**src/rtl/worker_pool_arbiter.sv**
```systemverilog
// worker_pool_arbiter: shares NUM_WORKERS workers between one packet
// stream (PC_*) and one merged, registered result stream (WR_*).
// Ports:
//   CLK, RST_N            clock, async active-low reset
//   PC_VALID/READY/DATA   upstream packets, one-entry buffered
//   W_PC_VALID/READY/DATA round-robin dispatch (one-hot valid, data broadcast)
//   W_WR_VALID/READY/DATA per-worker results (worker i at [i*W +: W])
//   WR_VALID/READY/DATA   merged registered result
//   DISPATCH_COUNT        packets dispatched (wrapping)
//   RESULT_COUNT          results delivered downstream (wrapping)
module worker_pool_arbiter #(
    parameter int NUM_WORKERS         = 4,
    parameter int PACKET_WIDTH        = 64,
    parameter int WORKER_RESULT_WIDTH = 67,
    parameter int PTR_W               = 3
) (
    input  logic                                       CLK,
    input  logic                                       RST_N,
    input  logic                                       PC_VALID,
    output logic                                       PC_READY,
    input  logic [PACKET_WIDTH-1:0]                    PC_DATA,
    output logic [NUM_WORKERS-1:0]                     W_PC_VALID,
    input  logic [NUM_WORKERS-1:0]                     W_PC_READY,
    output logic [PACKET_WIDTH-1:0]                    W_PC_DATA,
    input  logic [NUM_WORKERS-1:0]                     W_WR_VALID,
    output logic [NUM_WORKERS-1:0]                     W_WR_READY,
    input  logic [NUM_WORKERS*WORKER_RESULT_WIDTH-1:0] W_WR_DATA,
    output logic                                       WR_VALID,
    input  logic                                       WR_READY,
    output logic [WORKER_RESULT_WIDTH-1:0]             WR_DATA,
    output logic [15:0]                                DISPATCH_COUNT,
    output logic [15:0]                                RESULT_COUNT
);

    localparam int N = NUM_WORKERS;
    localparam int W = WORKER_RESULT_WIDTH;

    // Picks the requesting index closest to ptr going upward, modulo N.
    function automatic logic [PTR_W-1:0] rr_pick(
        input logic [N-1:0]     req,
        input logic [PTR_W-1:0] ptr
    );
        logic [PTR_W-1:0] g;
        int               best;
        int               d;
        g    = '0;
        best = N;
        d    = 0;
        for (int j = 0; j < N; j++) begin
            d = (j - int'(ptr) + N) % N;
            if (req[j] && d < best) begin
                best = d;
                g    = PTR_W'(j);
            end
        end
        return g;
    endfunction

    function automatic logic [PTR_W-1:0] ptr_after(
        input logic [PTR_W-1:0] g
    );
        return (g == PTR_W'(N - 1)) ? '0 : g + PTR_W'(1);
    endfunction

    logic                    buf_valid;
    logic [PACKET_WIDTH-1:0] buf_data;
    logic [PTR_W-1:0]        dptr;
    logic [PTR_W-1:0]        rptr;

    logic                    dany;
    logic [PTR_W-1:0]        dgrant;
    logic                    dispatch_fire;
    logic                    load;

    logic                    rany;
    logic [PTR_W-1:0]        rgrant;
    logic                    out_free;
    logic                    r_accept;
    logic                    deliver;
    logic [W-1:0]            rdata;

    assign dany          = |W_PC_READY;
    assign dgrant        = rr_pick(W_PC_READY, dptr);
    assign dispatch_fire = RST_N && buf_valid && dany;
    assign PC_READY      = RST_N && (!buf_valid || dispatch_fire);
    assign load          = PC_VALID && PC_READY;
    assign W_PC_DATA     = buf_data;

    assign rany     = |W_WR_VALID;
    assign rgrant   = rr_pick(W_WR_VALID, rptr);
    assign out_free = !WR_VALID || WR_READY;
    assign r_accept = RST_N && rany && out_free;
    assign deliver  = WR_VALID && WR_READY;

    // One-hot strobes and result mux use constant indices only.
    always_comb begin
        W_PC_VALID = '0;
        W_WR_READY = '0;
        rdata      = '0;
        for (int j = 0; j < N; j++) begin
            W_PC_VALID[j] = dispatch_fire && (dgrant == PTR_W'(j));
            W_WR_READY[j] = r_accept && (rgrant == PTR_W'(j));
            if (rgrant == PTR_W'(j)) begin
                rdata = W_WR_DATA[j*W +: W];
            end
        end
    end

    always_ff @(posedge CLK or negedge RST_N) begin
        if (!RST_N) begin
            buf_valid      <= 1'b0;
            buf_data       <= '0;
            dptr           <= '0;
            DISPATCH_COUNT <= '0;
        end else begin
            if (load) begin
                buf_valid <= 1'b1;
                buf_data  <= PC_DATA;
            end else if (dispatch_fire) begin
                buf_valid <= 1'b0;
            end
            if (dispatch_fire) begin
                dptr           <= ptr_after(dgrant);
                DISPATCH_COUNT <= DISPATCH_COUNT + 16'd1;
            end
        end
    end

    always_ff @(posedge CLK or negedge RST_N) begin
        if (!RST_N) begin
            WR_VALID     <= 1'b0;
            WR_DATA      <= '0;
            rptr         <= '0;
            RESULT_COUNT <= '0;
        end else begin
            if (r_accept) begin
                WR_VALID <= 1'b1;
                WR_DATA  <= rdata;
                rptr     <= ptr_after(rgrant);
            end else if (deliver) begin
                WR_VALID <= 1'b0;
            end
            if (deliver) begin
                RESULT_COUNT <= RESULT_COUNT + 16'd1;
            end
        end
    end

endmodule

```
**config.mk**
```make
export PLATFORM = sky130hd
export DESIGN_NAME = worker_pool_arbiter
export DESIGN_NICKNAME = d
export VERILOG_FILES = /design/src/rtl/worker_pool_arbiter.sv
export SDC_FILE = /design/constraint.sdc
export NUM_CORES = 1
export LEC_CHECK = 0
export CAP_MARGIN = 20
export CORE_AREA = 5 5 195 197
export DETAILED_ROUTE_END_ITERATION = 10
export DIE_AREA = 0 0 200 202
export PLACE_DENSITY_LB_ADDON = 0.3
export SLEW_MARGIN = 20
export SYNTH_ARGS = -nofsm -noshare
export SYNTH_HDL_FRONTEND = slang
export SYNTH_SLANG_ARGS = --single-unit
```
**constraint.sdc**
```tcl
create_clock -name CLK -period 14.3 [get_ports CLK]
set_input_delay 4.29 -clock CLK [delete_from_list [all_inputs] [get_ports CLK]]
set_output_delay 4.29 -clock CLK [all_outputs]
set_load 0.05 [all_outputs]
```
==> results of run 1 <==
==> Yosys cell counts, types with 2 or more instances <==
cell | n | area (sq um)
a32o_1 | 2 | 20.0
dfrtp_1 | 169 | 4230
xor2_1 | 5 | 43.8
mux2_1 | 64 | 721
nand4bb_1 | 2 | 22.5
and3_1 | 5 | 31.3
a21boi_0 | 2 | 15.0
a21o_1 | 4 | 30.0
nand2b_1 | 3 | 18.8
o31ai_1 | 2 | 15.0
nor3_2 | 2 | 20.0
nand3_1 | 11 | 55.1
nand2_1 | 36 | 135
mux2i_1 | 2 | 20.0
nor3_1 | 70 | 350
a21oi_1 | 139 | 696
o21ai_2 | 3 | 26.3
mux2_2 | 5 | 56.3
buf_2 | 20 | 100
and2_1 | 9 | 56.3
xnor2_1 | 25 | 219
nand3b_1 | 2 | 15.0
o21ai_0 | 4 | 20.0
a221oi_1 | 67 | 587
buf_8 | 5 | 75.1
nand4_1 | 8 | 50.1
inv_1 | 14 | 52.6
nor2b_1 | 72 | 450
nor2_1 | 79 | 297
clkbuf_1 | 42 | 158
ha_1 | 26 | 325
nor3b_1 | 2 | 15.0
==> area by class of cell <==
cell class | count | area [sq um] | area share [%]
Multi-Input combinational cell | 685 | 4620 | 30.0
Timing Repair Buffer | 527 | 5270 | 34.2
Clock buffer | 19 | 453 | 2.94
Tap cell | 468 | 586 | 3.81
Inverter | 14 | 52.6 | 0.342
Clock inverter | 13 | 173 | 1.12
Sequential cell | 169 | 4230 | 27.5
==> cell usage in the layout (no fill, tap or decap), drive strengths merged, types with 23 or more instances in the layout <==
| master | Yosys | final |
|---|---|---|
| inv | 14 | 23 |
| nor2 | 80 | 80 |
| nor2b | 72 | 72 |
| nand2 | 37 | 37 |
| nor3 | 72 | 72 |
| a21oi | 139 | 139 |
| clkdlybuf4s50 | 0 | 512 |
| a221oi | 67 | 67 |
| xnor2 | 25 | 25 |
| dfrtp | 169 | 169 |
| ha | 26 | 26 |
| mux2 | 69 | 69 |
==> sequential cells by signal, indices dropped and copies added, names as in the netlist <==
| signal | flops |
|---|---|
| WR_DATA | 67 |
| W_PC_DATA | 64 |
| DISPATCH_COUNT | 16 |
| RESULT_COUNT | 16 |
| dptr | 2 |
| rptr | 2 |
| WR_VALID | 1 |
| buf_valid | 1 |
==> worst max-delay path, stage by stage <==
cell and delay [ns]:
clkdlybuf4s50_1 0.61, nand2_1 0.09, ha_1 0.34, and4bb_1 0.27
a21oi_1 0.26, mux2_2 0.38, ha_1 0.17, or4_1 0.53
o21ai_2 0.24, mux2_2 0.38, ha_1 0.30, o31a_1 0.16
o32ai_1 0.10, a21oi_1 0.24, ha_1 0.23, and2_1 0.13
clkdlybuf4s50_1 0.82
==> worst max path at each step <==
stage,slack [ns],endpoint,cells after the start
after floorplan,1.10,W_WR_READY[3],18
after global placement,0.58,W_WR_READY[0],17
after detailed placement,0.49,W_WR_READY[0],17
after CTS,0.47,W_WR_READY[0],17
after global routing,0.20,W_WR_READY[0],18
final,0.45,W_WR_READY[0],17
==> metal layers <==
layer	GRT usage, %	vias to the layer above	part of all wire [%]
met1	18.4	4257	38
met3	5.67	51	8.5
li1	-	4324	-
met2	29.4	318	51
met5	0	-	0
met4	5.68	0	2.9
==> metrics by stage <==
stage | cells | utilization, % | instance area [sq um] | power (mW)
finish | 1895 | 42.6 | 15400 | 3.35
floorplan | 937 | - | 9210 | 2.15
global route | 1895 | 42.6 | 15400 | 3.58
detailed placement | 1863 | 40.9 | 14800 | 2.88
CTS | 1895 | 42.6 | 15400 | 3.39
global placement | 1863 | 40.9 | 14800 | 2.86
==> cell families after synthesis <==
family | count (synthesis)
flops | 169
simple gates | 313
other cells | 1
xor+xnor | 30
compound gates | 237
fa+ha+maj | 26
mux | 71
buf+inv | 83
==> report_power, final <==
group | total, mW | switching, mW | internal [mW]
Combinational | 2.13 | 1.34 | 0.791
Sequential | 0.721 | 0.0944 | 0.626
Clock | 0.493 | 0.217 | 0.276
Total | 3.35 | 1.66 | 1.69
==> out/results.md, run 1 <==
| Stage | Parameter | This run |
|:---|:---|:---|
| clock tree | Clock slew at the register clock pins of the worst setup and hold paths | 0.07 ns |
| critical path | Startpoint-to-endpoint class of the critical path | in -> out |
| critical path | Count of cells along the worst register-to-register path | 24 |
| clock tree | Latest clock arrival within the worst-skew pair | 0.44 ns |
| synth | Dominant combinational cell family by area after synthesis | simple AND/OR/NAND/NOR gates |
| run status | Run status | complete, no violations |
| timing | Smallest setup slack after layout | 0.451 ns |
| critical path | Critical path data arrival time | 9.56 ns |
| clock tree | Clock tree root buffer cell | clkbuf_16 |
| global route | Largest net degree at the start of global routing | 105 |
| synth | Combined area of all synthesized cells | 9190 sq um |
| synth | Register area share after synthesis | 46.0% |
| timing | Setup violators final | 0 |
| synth | Post-Syn Instances | 930 |
| clock tree | Post-CTS Setup Bufs | 0 |
| timing | Max-Slew Margin vs Limit | 39.6% |
| detailed routing | DR pass1 iterations | 4 |
| critical path | Critical R2R Capture | WR_DATA[22] |
| timing | Setup_tns | 0 ns |
| clock tree | Number of clock buffers inserted by TritonCTS | 17 |
| synth | Number of flip-flops and latches in the synthesized netlist | 169 |
| min path | Endpoint, Worst Hold | RESULT_COUNT[15] |
| floorplan | Io pins | 517 |
| min path | Hold_sp | RESULT_COUNT[15] |
| place | Number of input and output port buffers inserted | 516 |
| place | Placed wire-length estimate | 27,400 um |
| global route | Antenna violations before repair | 0 |
| critical path | Setup crit start | W_WR_VALID[0] |
| floorplan | Core footprint | 36,100 sq um |
| floorplan | Die Y | 202 um |
| timing | Maximum clock skew at final layout | 0.0119 ns |
| final layout | Count of inserted antenna diode cells | 0 |
| clock tree | Number of buffers on the longest clock path | 2 |
| floorplan | Die extent in x | 200 um |
| synth | Count of distinct cell types in the synthesized netlist | 61 |
| detailed routing | Aggregate routed wire length | 35,000 um |
| global route | GRT Overall Usage | 16.6% |
| timing | Time the worst path needs with I/O delays and setup | 13.85 ns |
| global route | Total overflow reported by the global router | 0 |
| synth | Synthesized-area fraction occupied by and/or/nand/nor cells | 17.7% |
| synth | Avg Inst Size Synth | 9.88 sq um |
| detailed routing | Residual antenna-violating net count after detailed routing | 0 |
| final layout | Share of cells above drive strength 1 | 4.84% |
| final layout | Number of fill cells in the layout | 3,551 |
| clock tree | CTS tree | yes |
| detailed routing | Iter 0 DRT Violations | 332 |
| timing | Period Utilization, post-route | 96.8% |
| power | Power density cells | 218 nW/um^2 |
| detailed routing | Number of remaining DRC errors | 0 |
| critical path | CP Max Fanout | 7 |
| clock tree | Cells resized by post-CTS repair | 0 |
| global route | Via count of the first global-routing pass | 9,317 |
| synth | Fraction of registers with async set or reset after synthesis | 100% |
| run | Max-cap viol count | 0 |
| synth | Most used DFF post-synth | dfrtp_1 |
| synth | Fraction of the mapped netlist area in compound gates | 16.7% |
| timing | Hold_ws | 0.476 ns |
| floorplan | Initial core utilization | 25.5% |
| critical path | Reg2reg start | rptr[0] |
| min path | Hold WC Path Type | reg -> reg |
| critical path | Setup slack of the most critical reg-to-reg path | 7.05 ns |
| timing | Measured slew at the worst slew-check pin | 0.906 ns |
| final layout | Area Overhead vs Synth | 67.4% |
| power | Peak supply drop | 0.115 mV |
| critical path | CP startpoint kind | input pin |
| global route | Wire length of the first global-routing pass | 52,400 um |
| timing | Fmax | 0.0722 GHz |
| power | Leakage power total | 6.06 nW |
| detailed routing | Routed via count | 8,950 |
| floorplan | Site Rows | 70 |
| critical path | Kind of end point of the critical path | primary output |
| floorplan | Area of the die | 40,400 sq um |
| detailed routing | Via density | 4.72 |
| critical path | Data required time of the worst path | 10.01 ns |
| timing | Number of slew-limit violations in the final report | 0 |
| clock tree | H-tree levels | 4 |
| detailed routing | Wire length per cell | 18.5 um |
| synth | Post-synth EDFFs | 0 |
| synth | Adder-Cell Fraction of Synth Area | 3.54% |
| synth | YS warnings | 0 |
| final layout | Post-layout nets | 1,784 |
| clock tree | Hold buffer count at CTS | 0 |
| min path | Hold path cells | 1 |
| timing | Count of endpoints failing hold in the final timing report | 0 |
| synth | Xor/xnor cell area share of the yosys netlist | 2.86% |
| timing | Unrepaired setup endpoints after global routing | false |
| place | Setup slack at placement | 0.487 ns |
| place | Last weighted congestion value of the routability-driven placer | 0.849 |
| synth | Multiplexer share of the synthesized area | 8.68% |
| clock tree | CTS sink count | 169 |
(Power assumes the default switching activity.)
==> run 2: changes to the inputs <==
- CORE_AREA: 5 5 195 197 -> 5 5 200 202
- DIE_AREA: 0 0 200 202 -> 0 0 205 207
- GPL_ROUTABILITY_DRIVEN: default -> 0
- clock period: 14.3 -> 12.73 ns (I/O delays scaled with it)
==> out/results.md, run 2 (synthesis gave the netlist of run 1 again) <==
| Stage | Parameter | This run | Change |
|:---|:---|:---|:---|
| clock tree | Latest clock arrival within the worst-skew pair | 0.44 ns | about the same |
| clock tree | Cells resized by post-CTS repair | 0 | unchanged |
| final layout | Flip-flop and latch area | 4230 sq um | unchanged |
| place | Setup slack at placement | 0.275 ns | -0.212 ns |
| power | Power density cells | 241 nW/um^2 | +10% |
| detailed routing | Wire length per cell | 18.3 um | -1.2% |
| final layout | Count of inserted antenna diode cells | 0 | unchanged |
| timing | Number of slew-limit violations in the final report | 0 | unchanged |
| floorplan | Initial core utilization | 24.1% | -1.4 points |
| floorplan | Io pins | 517 | unchanged |
| clock tree | Post-CTS Setup Bufs | 0 | unchanged |
| global route | Via count of the first global-routing pass | 9,195 | -1.3% |
| critical path | CP Max Fanout | 6 | -1 |
| timing | Hold_ws | 0.475 ns | -0.000989 ns |
| power | Gate power share | 64.3% | +0.5 points |
| timing | Maximum clock skew at final layout | 0.0108 ns | -0.00107 ns |
| power | Proportion of power drawn by the clock network | 13.9% | -0.8 points |
| timing | Unrepaired setup endpoints after global routing | false |  |
| timing | Count of endpoints failing hold in the final timing report | 0 | unchanged |
| detailed routing | Residual antenna-violating net count after detailed routing | 0 | unchanged |
| detailed routing | Iter 0 DRT Violations | 436 | +31% |
| power | Leakage power total | 6.06 nW | about the same |
| detailed routing | Via density | 4.58 | -3.1% |
| critical path | Setup crit start | W_PC_READY[0] |  |
| timing | Measured slew at the worst slew-check pin | 0.942 ns | +0.0357 ns |
| clock tree | CTS tree | yes |  |
| global route | GRT Overall Usage | 16.4% | -0.22 points |
| floorplan | Area of the die | 42,400 sq um | +5.0% |
| floorplan | Core footprint | 38,100 sq um | +5.6% |
| timing | Smallest setup slack after layout | 0.230 ns | -0.222 ns |
| power | Reported net switching power | 1.84 mW | +11% |
| global route | Wire length of the first global-routing pass | 54,300 um | +3.6% |
| min path | Hold_sp | DISPATCH_COUNT[15] |  |
| timing | Fmax | 0.0800 GHz |  |
| clock tree | Number of clock buffers inserted by TritonCTS | 17 | unchanged |
| final layout | Area Overhead vs Synth | 67.9% |  |
| power | Switching power as a share of total power | 49.6% | +0.18 points |
| critical path | Startpoint-to-endpoint class of the critical path | in -> out |  |
| clock tree | H-tree levels | 4 | unchanged |
| critical path | CP startpoint kind | input pin |  |
| clock tree | Clock slew at the register clock pins of the worst setup and hold paths | 0.07 ns | about the same |
| global route | Largest net degree at the start of global routing | 101 | -3.8% |
| clock tree | Number of buffers on the longest clock path | 2 | unchanged |
| timing | Setup_tns | 0 ns | unchanged |
| final layout | Share of cells above drive strength 1 | 4.77% | -0.070 points |
| global route | Antenna violations before repair | 0 | unchanged |
| detailed routing | DR pass1 iterations | 4 | unchanged |
| place | Count of placed standard cells including taps | 1,914 | +2.7% |
| critical path | Critical path data arrival time | 8.68 ns | -0.88 ns |
| critical path | Reg2reg start | rptr[0] |  |
| floorplan | Die Y | 207 um | +2.5% |
| timing | Period Utilization, post-route | 98.2% |  |
| global route | Total overflow reported by the global router | 0 | unchanged |
| final layout | Number of fill cells in the layout | 3,798 | +7.0% |
| final layout | Flip-flop count of the largest register after layout | 67 | unchanged |
| place | Number of input and output port buffers inserted | 516 | unchanged |
| run | Max-cap viol count | 0 | unchanged |
| timing | Time the worst path needs with I/O delays and setup | 12.50 ns |  |
| clock tree | Hold buffer count at CTS | 0 | unchanged |
| detailed routing | Routed via count | 8,904 | -0.51% |
| power | Internal power consumption | 1.87 mW | +10% |
| final layout | Post-layout nets | 1,785 | +0.056% |
| timing | Setup violators final | 0 | unchanged |
| place | Placed wire-length estimate | 27,500 um | +0.53% |
| final layout | Area of the multi-input gates | 4620 sq um | unchanged |
| final layout | Register containing the most flip-flops in the final layout | WR_DATA |  |
| floorplan | Site Rows | 72 | +2.9% |
| critical path | Data required time of the worst path | 8.91 ns | -1.10 ns |
| detailed routing | Number of remaining DRC errors | 0 | unchanged |
| final layout | Post-route non-filler standard cell count | 1,945 | +2.6% |
| power | Peak supply drop | 0.140 mV | +21% |
| timing | Max-Slew Margin vs Limit | 37.2% | -2.4 points |
| clock tree | CTS sink count | 169 | unchanged |
| run status | Run status | complete, no violations |  |
| final layout | Most frequent standard cell in the layout excluding fill and tap cells | clkdlybuf4s50_1 |  |
| final layout | Commonest cells after routing, fill and taps aside | 510 x clkdlybuf4s50_1, 169 x dfrtp_1, 139 x a21oi_1 |  |
| power | Sequential cell fraction of total power | 21.8% | +0.3 points |
| min path | Hold WC Path Type | reg -> reg |  |
| clock tree | Clock tree root buffer cell | clkbuf_16 |  |
| detailed routing | Aggregate routed wire length | 35,500 um | +1.4% |
| floorplan | Die extent in x | 205 um | +2.5% |
| critical path | Kind of end point of the critical path | primary output |  |
## run 2: cell count changes in the layout (fill, tap and decap cells not counted), sizes merged
cell,change
inv,-4
bufinv,-1
dlymetal6s2s,+1
clkinvlp,+1
buf,+2
clkinv,+3
clkdlybuf4s50,-2
## run 2: worst max-delay path, cell delays in order
cell and delay [ns]:
clkdlybuf4s50_1 0.65, nand2_1 0.12, ha_1 0.36, nand2_1 0.09, nor3_2 0.06, a21oi_1 0.29
mux2_2 0.39, ha_1 0.28, o311ai_1 0.08, a22o_2 0.24, mux2_2 0.35, ha_1 0.29
o31ai_1 0.09, a32o_1 0.27, a21oi_1 0.22, ha_1 0.17, and2_1 0.11, clkdlybuf4s50_1 0.80
## run 2: stage by stage
| stage | util [%] | total power, mW | area [sq um] |
|---|---|---|---|
| after floorplan | - | 2.42 | 9210 |
| after global placement | 39.0 | 3.21 | 14800 |
| after detailed placement | 39.0 | 3.22 | 14800 |
| after CTS | 40.5 | 3.76 | 15400 |
| after global routing | 40.5 | 3.98 | 15400 |
| final | 40.5 | 3.71 | 15400 |
## run 2: area by class of cell
class	count	area share, %
repair buffers	528	34.4
flip-flops and latches	169	27.4
multi-input cells	685	30.0
clock buffers	19	2.81
inverters	14	0.341
well taps	518	4.20
clock inverters	12	0.901
## run 2: path summary, 6_finish.rpt
path | end | slack (ns) | cells after the start
setup reg to reg | WR_DATA[31] | 5.44 | 24
setup / recovery | W_PC_VALID[0] | 0.23 | 18
min in group asynchronous | RESULT_COUNT[2] | 3.21 | 1
hold reg to reg | DISPATCH_COUNT[15] | 0.48 | 1
max in group asynchronous | WR_DATA[5] | 7.75 | 3
hold / removal | DISPATCH_COUNT[15] | 0.48 | 1
## run 2: power by group through the flow
stage	Combinational [mW]	Clock, mW	Sequential, mW
after global routing	2.59	0.559	0.834
after global placement	2.40	0	0.811
final	2.39	0.516	0.808
after CTS	2.41	0.541	0.809
after floorplan	1.05	0	1.37
after detailed placement	2.40	0	0.818
## run 2: layer usage
layer	vias to the layer above	wire length, um	track usage [%]
met2	335	18000	28.8
met1	4202	14100	19.1
li1	4322	-	-
met3	45	2430	4.21
met5	-	0	0
met4	0	978	5.94
==> run 3: changes to the inputs <==
- CORE_AREA: 5 5 200 202 -> 5 5 195 197
- DIE_AREA: 0 0 205 207 -> 0 0 200 202
- clock period: 12.73 -> 13.34 ns (I/O delays scaled with it)
==> out/results.md, run 3 (synthesis gave the netlist of run 1 again) <==
| Stage | Parameter | This run | Change |
|:---|:---|:---|:---|
| critical path | CP Max Fanout | 6 | unchanged |
| final layout | Most frequent standard cell in the layout excluding fill and tap cells | clkdlybuf4s50_1 |  |
| detailed routing | Wire length per cell | 18.6 um | +2.1% |
| critical path | Setup crit start | W_PC_READY[0] |  |
| final layout | Area Overhead vs Synth | 67.6% |  |
| global route | Via count of the first global-routing pass | 9,249 | +0.59% |
| timing | Number of slew-limit violations in the final report | 0 | unchanged |
| global route | Antenna violations before repair | 0 | unchanged |
| global route | Wire length of the first global-routing pass | 53,000 um | -2.4% |
| detailed routing | Iter 0 DRT Violations | 321 | -26% |
| critical path | CP most frequent cell | ha_1 |  |
| timing | Max-Slew Margin vs Limit | 36.0% | -1.3 points |
| final layout | Commonest cells after routing, fill and taps aside | 511 x clkdlybuf4s50_1, 169 x dfrtp_1, 139 x a21oi_1 |  |
| clock tree | CTS tree | yes |  |
| detailed routing | Number of remaining DRC errors | 0 | unchanged |
| floorplan | Site Rows | 70 | -2.8% |
| floorplan | Die Y | 202 um | -2.4% |
| final layout | Post-route non-filler standard cell count | 1,895 | -2.6% |
| final layout | Flip-flop count of the largest register after layout | 67 | unchanged |
| place | Placed wire-length estimate | 27,300 um | -0.92% |
| floorplan | Core footprint | 36,100 sq um | -5.3% |
| power | Power density cells | 233 nW/um^2 | -3.2% |
| timing | Setup violators final | 0 | unchanged |
| timing | Count of endpoints failing hold in the final timing report | 0 | unchanged |
| timing | Period Utilization, post-route | 96.8% |  |
| detailed routing | Via density | 4.69 | +2.5% |
| critical path | Data required time of the worst path | 9.34 ns | +0.43 ns |
| critical path | Setup slack of the most critical reg-to-reg path | 5.83 ns | +0.39 ns |
| final layout | Share of cells above drive strength 1 | 4.91% | +0.14 points |
| critical path | Chain of cells forming the critical path | clkdlybuf4s50_1 > nand2_1 > ha_1 > nand2_1 > nor3_2 > a21oi_1 > mux2_2 > ha_1 > o311ai_1 > a22o_2 > mux2_2 > ha_1 > o31ai_1 > a32o_1 > a21oi_1 > ha_1 > and2_1 > clkdlybuf4s50_1 |  |
| power | Peak supply drop | 0.154 mV | +10% |
| critical path | Kind of end point of the critical path | primary output |  |
| clock tree | Clock tree root buffer cell | clkbuf_16 |  |
| clock tree | Number of buffers on the longest clock path | 2 | unchanged |
| timing | Maximum clock skew at final layout | 0.0115 ns | +0.000707 ns |
| global route | GRT Overall Usage | 16.9% | +0.52 points |
| global route | Largest net degree at the start of global routing | 105 | +4.0% |
| clock tree | H-tree levels | 4 | unchanged |
| final layout | Count of inserted antenna diode cells | 0 | unchanged |
| global route | Total overflow reported by the global router | 0 | unchanged |
| critical path | Critical R2R Capture | WR_DATA[35] |  |
| timing | Time the worst path needs with I/O delays and setup | 12.91 ns |  |
| clock tree | Clock slew at the register clock pins of the worst setup and hold paths | 0.07 ns | about the same |
| critical path | Slowest cell on crit path | clkdlybuf4s50_1 |  |
| clock tree | Number of clock buffers inserted by TritonCTS | 17 | unchanged |
| detailed routing | Aggregate routed wire length | 35,300 um | -0.54% |
| timing | Smallest setup slack after layout | 0.432 ns | +0.202 ns |
| detailed routing | Routed via count | 8,893 | -0.12% |
| timing | Measured slew at the worst slew-check pin | 0.959 ns | +0.0170 ns |
| min path | Hold WC Path Type | reg -> reg |  |
| final layout | Final core area utilization | 42.7% | +2.2 points |
| critical path | Reg2reg start | rptr[0] |  |
| final layout | Post-layout nets | 1,784 | -0.056% |
| run | Max-cap viol count | 0 | unchanged |
| critical path | Largest stage delay on the critical path | 0.81 ns | about the same |
| critical path | Startpoint-to-endpoint class of the critical path | in -> out |  |
| floorplan | Die extent in x | 200 um | -2.4% |
| power | Leakage power total | 6.06 nW | about the same |
| floorplan | Area of the die | 40,400 sq um | -4.8% |
| clock tree | CTS sink count | 169 | unchanged |
| place | Count of placed standard cells including taps | 1,862 | -2.7% |
| clock tree | Cells resized by post-CTS repair | 0 | unchanged |
| critical path | Count of cells along the worst register-to-register path | 24 | unchanged |
| critical path | CP Capture Point | W_PC_VALID[1] |  |
| critical path | Critical path data arrival time | 8.91 ns | +0.23 ns |
| clock tree | Latest clock arrival within the worst-skew pair | 0.45 ns | about the same |
| place | Number of input and output port buffers inserted | 516 | unchanged |
| critical path | CP startpoint kind | input pin |  |
| floorplan | Io pins | 517 | unchanged |
| final layout | Register containing the most flip-flops in the final layout | WR_DATA |  |
| place | Setup slack at placement | 0.467 ns | +0.192 ns |
| clock tree | Post-CTS Setup Bufs | 0 | unchanged |
| timing | Fmax | 0.0775 GHz |  |
| critical path | Number of buffer and inverter stages on the critical path | 2 | unchanged |
| critical path | Family of cells with the greatest summed delay on the critical path | buffers and inverters |  |
| detailed routing | Residual antenna-violating net count after detailed routing | 0 | unchanged |
| clock tree | Hold buffer count at CTS | 0 | unchanged |
| timing | Unrepaired setup endpoints after global routing | false |  |
| timing | Setup_tns | 0 ns | unchanged |
| critical path | Logic depth of the worst setup path including buffers | 18 | unchanged |
| run status | Run status | complete, no violations |  |
| detailed routing | DR pass1 iterations | 5 | +1 |
| power | PnR Total Power | 3.58 mW | -3.4% |
| floorplan | Initial core utilization | 25.5% | +1.4 points |
## run 3: cell count changes in the layout (fill, tap and decap cells not counted)
cell	change
clkinv_8	+2
clkbuf_1	-2
dlymetal6s2s_1	-1
clkinv_4	-2
buf_16	+1
inv_8	+2
buf_12	-1
clkdlybuf4s50_1	+1
clkinv_2	+1
buf_4	-1
## run 3: how the worst min path moves through the flow
| stage | startpoint | to | slack, ns | depth (start not counted) |
|---|---|---|---|---|
| 2_1_floorplan | dptr[1] | dptr[1] | 0.46 | 2 |
| 3_5_place_dp | DISPATCH_COUNT[15] | DISPATCH_COUNT[15] | 0.46 | 1 |
| 6_report | RESULT_COUNT[15] | RESULT_COUNT[15] | 0.47 | 1 |
| 4_1_cts | RESULT_COUNT[15] | RESULT_COUNT[15] | 0.48 | 1 |
| 3_3_place_gp | DISPATCH_COUNT[15] | DISPATCH_COUNT[15] | 0.46 | 1 |
| 5_1_grt | RESULT_COUNT[15] | RESULT_COUNT[15] | 0.51 | 1 |
## run 3: area by class of cell
cell class | instances | area, sq um
tap | 468 | 586
inverter | 14 | 52.6
sequential | 169 | 4230
multi-input combinational | 685 | 4620
fill | 3552 | 20700
clock inverter | 15 | 181
timing repair buffer | 527 | 5300
clock buffer | 17 | 425
## run 3: stage by stage
step                      hold slack [ns]  cell area, sq um
after floorplan                     0.464              9210
after global placement              0.456             14800
after detailed placement            0.461             14800
after CTS                           0.478             15400
after global routing                0.510             15400
final                               0.472             15400
## run 3: where the power goes
group | switching [mW] | total [mW] | leakage [nW] | internal [mW]
clock network | 0.242 | 0.511 | 0.292 | 0.269
logic | 1.45 | 2.30 | 3.76 | 0.849
registers | 0.105 | 0.776 | 2.01 | 0.672
## run 3: routing by layer
| metal | up-vias | share of wire, % | GRT usage (%) |
|---|---|---|---|
| met5 | - | 0 | 0 |
| met1 | 4215 | 39 | 19.5 |
| met2 | 301 | 52 | 29.8 |
| met4 | 0 | 2.0 | 5.53 |
| li1 | 4339 | - | - |
| met3 | 38 | 7.8 | 4.80 |
